[src/rtl/fetch_unit.sv]
// Instruction fetch front end: issues word-aligned fetches, tracks outstanding requests,
// discards responses made stale by a redirect, and buffers instructions in a 2-entry queue.
module fetch_unit #(
    parameter logic [31:0] RESET_PC = 32'h0000_0000
) (
    input  logic        clk,
    input  logic        rst_n,
    output logic        imem_req_valid,
    input  logic        imem_req_ready,
    output logic [31:0] imem_req_addr,
    input  logic        imem_rsp_valid,
    input  logic [31:0] imem_rsp_data,
    input  logic        redirect_valid,
    input  logic [31:0] redirect_pc,
    output logic        id_valid,
    input  logic        id_ready,
    output logic [31:0] id_instr,
    output logic [31:0] id_pc
);

    logic [31:0] r_fpc;
    logic [31:0] r_rpc;
    logic [31:0] r_q_instr [2];
    logic [31:0] r_q_pc    [2];
    logic        r_head;
    logic [1:0]  r_count;
    logic [1:0]  r_inflight;
    logic [1:0]  r_stale;

    logic        w_req_hs;
    logic        w_id_hs;
    logic        w_rsp_ok;
    logic        w_push;
    logic        w_tail;
    logic [1:0]  w_inflight_nxt;
    logic [31:0] w_redirect_pc;

    // Issue only while every outstanding request is guaranteed a queue slot on return.
    assign imem_req_valid = rst_n && (({1'b0, r_inflight} + {1'b0, r_count}) < 3'd2);
    assign imem_req_addr  = r_fpc;

    assign id_valid = (r_count != 2'd0);
    assign id_instr = r_q_instr[r_head];
    assign id_pc    = r_q_pc[r_head];

    assign w_req_hs       = imem_req_valid && imem_req_ready;
    assign w_id_hs        = id_valid && id_ready;
    assign w_rsp_ok       = imem_rsp_valid && (r_inflight != 2'd0);
    assign w_push         = w_rsp_ok && (r_stale == 2'd0) && !redirect_valid;
    assign w_tail         = r_head ^ r_count[0];
    assign w_inflight_nxt = r_inflight + {1'b0, w_req_hs} - {1'b0, w_rsp_ok};
    assign w_redirect_pc  = {redirect_pc[31:2], 2'b00};

    always_ff @(posedge clk) begin
        if (!rst_n) begin
            r_fpc      <= RESET_PC;
            r_rpc      <= RESET_PC;
            r_head     <= 1'b0;
            r_count    <= 2'd0;
            r_inflight <= 2'd0;
            r_stale    <= 2'd0;
            // NOTE: the two queue entries are reset because id_instr/id_pc must read 0 in reset.
            for (int i = 0; i < 2; i++) begin
                r_q_instr[i] <= 32'h0;
                r_q_pc[i]    <= 32'h0;
            end
        end else begin
            // NOTE: all state uses non-blocking assignments so later statements see pre-edge values.
            r_inflight <= w_inflight_nxt;
            if (w_req_hs) begin
                r_fpc <= r_fpc + 32'd4;
            end
            if (w_push) begin
                r_q_instr[w_tail] <= imem_rsp_data;
                r_q_pc[w_tail]    <= r_rpc;
                r_rpc             <= r_rpc + 32'd4;
            end
            if (redirect_valid) begin
                // Later assignments override the handshake advances above.
                r_fpc   <= w_redirect_pc;
                r_rpc   <= w_redirect_pc;
                r_count <= 2'd0;
                r_stale <= w_inflight_nxt;
            end else begin
                if (w_rsp_ok && (r_stale != 2'd0)) begin
                    r_stale <= r_stale - 2'd1;
                end
                r_count <= r_count + {1'b0, w_push} - {1'b0, w_id_hs};
                if (w_id_hs) begin
                    r_head <= ~r_head;
                end
            end
        end
    end

endmodule
[config.mk]
export PLATFORM = sky130hd
export DESIGN_NAME = fetch_unit
export DESIGN_NICKNAME = d
export VERILOG_FILES = /design/src/rtl/fetch_unit.sv
export SDC_FILE = /design/constraint.sdc
export NUM_CORES = 1
export LEC_CHECK = 0
export CAP_MARGIN = 20
export CORE_ASPECT_RATIO = 2
export CORE_MARGIN = 8
export CORE_UTILIZATION = 48
export DETAILED_ROUTE_END_ITERATION = 6
export GPL_ROUTABILITY_DRIVEN = 1
export PLACE_DENSITY = 0.77
export SKIP_LAST_GASP = 1
export SLEW_MARGIN = 20
export SYNTH_ARGS = -nofsm -noshare
export SYNTH_HDL_FRONTEND = slang
export SYNTH_SLANG_ARGS = --single-unit
[constraint.sdc]
create_clock -name clk -period 5.7 [get_ports clk]
set_clock_uncertainty 0.15 [all_clocks]
set_input_delay 0.57 -clock clk [delete_from_list [all_inputs] [get_ports clk]]
set_output_delay 0.57 -clock clk [all_outputs]
set_load 0.05 [all_outputs]
==> flow_metrics.tcl <==
set metrics [dict create \
    ys_ff_latch 192 \
    hold_viol 0 \
    ir_drop_mv 0.185 \
    place.port_buffers 161 \
    grt_overflow_total 0 \
    syn_to_final_growth_pct 25.5 \
    cts_buffer_depth 2 \
    layout.nets 1046 \
    syn-instance-count 841 \
    clock-sinks 192 \
    layout-drive-gt1-share 0.126 \
    final_util 0.611 \
    hold_slack_ps 397 \
    cts.repair.resized 0 \
    worstHoldPathCells 2 \
    grt.total_usage 0.193 \
    clock_latency_ps 440 \
    rrSetupSlack_ps 2170 \
    crit_type "reg2out" \
    hold_buffers 0 \
    grt_pass1_vias 7138 \
    core_mm2 0.0192 \
    routedWlPerCell_um 19.1 \
    rsz0062_at_grt "no" \
    reg2reg_to "r_q_instr[1][7]$_SDFFCE_PN0P_" \
    tightest_slew_ps 947 \
    wl_mm 23.7 \
    synth-edff-count 124 \
    synthFlopType "edfxtp_1" \
    cts_buffers 17 \
    dieHeight_um 213 \
    grt_pass1_wl_mm 36.9 \
    crit_required_ps 4980 \
    min_period_ps 3720 \
    avgViaCountPerCell 5.78 \
    syn_area_mm2 0.00935 \
    crit_path_start_kind "register" \
    die_area_mm2 0.0245 \
    path_clk_slew_ps 70 \
    core.rowCount 72 \
    grt_max_degree 87 \
    cts_root_buf "clkbuf_16" \
    syn_avg_cell_area_um2 11.1 \
    drtIter0Drc 478 \
    fmax_ghz 0.269 \
    period_share 0.653 \
    hp-class "reg2reg" \
    cts_tree "built" \
    p_per_area_mw_per_mm2 311 \
    yosys_warnings 0 \
    antenna_found_initial 0 \
    slew_violations 0 \
    layout_common_cells "161 x clkdlybuf4s50_1, 132 x and3_1, 124 x edfxtp_1" \
    cp-endpoint "id_pc[22]" \
    slew_headroom 0.369 \
    layout_commonest_cell "clkdlybuf4s50_1" \
    io_pins 168 \
    r2r_start "r_stale[0]$_SDFFE_PN0P_" \
    vias 7166 \
    ant_nets 0 \
    fin_total_pwr_mw 3.64 \
    firstDrtPassIters 5 \
    status "finished, final reports clean" \
    cts_setup_buffers 0 \
    fp.dieW_um 115 \
    crit_arrival_ps 3000 \
    cap_violations 0 \
    start_util 0.487 \
    ff2ff_path_depth 6 \
    fillers 1535 \
    setup_viol 0 \
    ctsHtreeMaxLevel 4 \
    diodes 0 \
    drc 0 \
    worst_setup_path_end_kind "primary output" \
    seq_area_frac_synth 0.544 \
    async_reset_ff_frac 0 \
    routabilityCongestion 0.905 \
    yosysUniqueCellTypes 66 \
    crit_fanout 38 \
    post-dp-hpwl_mm 16.3 \
    leakage_nw 4.56 \
]
## worst max-delay path, cell delays in order (launching register included)
cell	delay, ps
dfxtp_2	940
buf_4	470
mux2_2	420
clkdlybuf4s50_1	710
## synthesized netlist by cell type (8+ instances only)
master,instances,area (um2)
xor2_1,12,105
clkbuf_1,53,199
o31ai_1,8,60.1
or4_1,18,135
and2_1,9,56.3
inv_1,9,33.8
or3_1,14,87.6
o211ai_1,9,67.6
and3_1,132,826
xnor2_1,11,96.3
and4_1,13,114
dfxtp_1,68,1360
o21ai_0,51,255
mux2_2,62,698
nand3_1,23,115
a31oi_1,19,119
nand2_1,40,150
nand4_1,23,144
a21oi_1,22,110
edfxtp_1,124,3720
nor2_1,20,75.1
nor3_1,17,85.1
## worst min path at each step
stage | startpoint | endpoint | slack [ps]
floorplan | r_rpc[3]$_SDFFE_PN0P_ | r_rpc[3]$_SDFFE_PN0P_ | 340
global placement | r_rpc[3]$_SDFFE_PN0P_ | r_rpc[3]$_SDFFE_PN0P_ | 360
detailed placement | r_rpc[3]$_SDFFE_PN0P_ | r_rpc[3]$_SDFFE_PN0P_ | 380
CTS | r_rpc[23]$_SDFFE_PN0P_ | r_rpc[23]$_SDFFE_PN0P_ | 390
global route | r_rpc[23]$_SDFFE_PN0P_ | r_rpc[23]$_SDFFE_PN0P_ | 420
finish | r_rpc[3]$_SDFFE_PN0P_ | r_rpc[3]$_SDFFE_PN0P_ | 400
## per-stage QoR
stage	TNS [ps]	worst slack (ps)	instance area, um2	std cells
final	0	1980	11700	1240
after floorplan	-70930	-572	9360	844
after global routing	0	1810	11700	1240
after global placement	0	1830	11100	1208
after CTS	0	1880	11700	1240
after detailed placement	0	1750	11100	1208
## report_power, final
group | switching, mW | internal (mW)
clock network | 0.519 | 0.684
logic | 0.496 | 0.275
registers | 0.0845 | 1.59
## flip-flops by register name, indices dropped and copies added, names as in the netlist, named ones only
name	flops
r_q_instr	64
r_q_pc	60
imem_req_addr	30
r_rpc	30
r_count	2
r_inflight	2
r_stale	2
r_head	1
## final cells by class
class / count / area (um2) / share of cell area
clock buffers: 25 / 552 / 0.0470
clock inverters: 7 / 53.8 / 0.00459
well taps: 259 / 324 / 0.0276
flip-flops and latches: 192 / 5090 / 0.434
multi-input cells: 574 / 3990 / 0.340
inverters: 12 / 45.0 / 0.00384
repair buffers: 171 / 1690 / 0.144
## routing by layer
layer,routed length (um),track usage,share of wire
met5,0,0,0
met4,672,0.0878,0.028
met3,955,0.0276,0.040
met2,13300,0.369,0.56
met1,8820,0.200,0.37
## logic make-up (layout without fill, tap and decap cells)
logic type,count (synthesis),in the layout,share of synthesized area
other cells,1,4,0.000401
buf+inv,78,215,0.0367
flops,192,192,0.544
xor+xnor,23,23,0.0216
simple gates,337,337,0.217
fa+ha+maj,8,8,0.0115
compound gates,140,140,0.0941
mux,62,62,0.0747
Note: power is estimated with default switching activity, not from simulation.
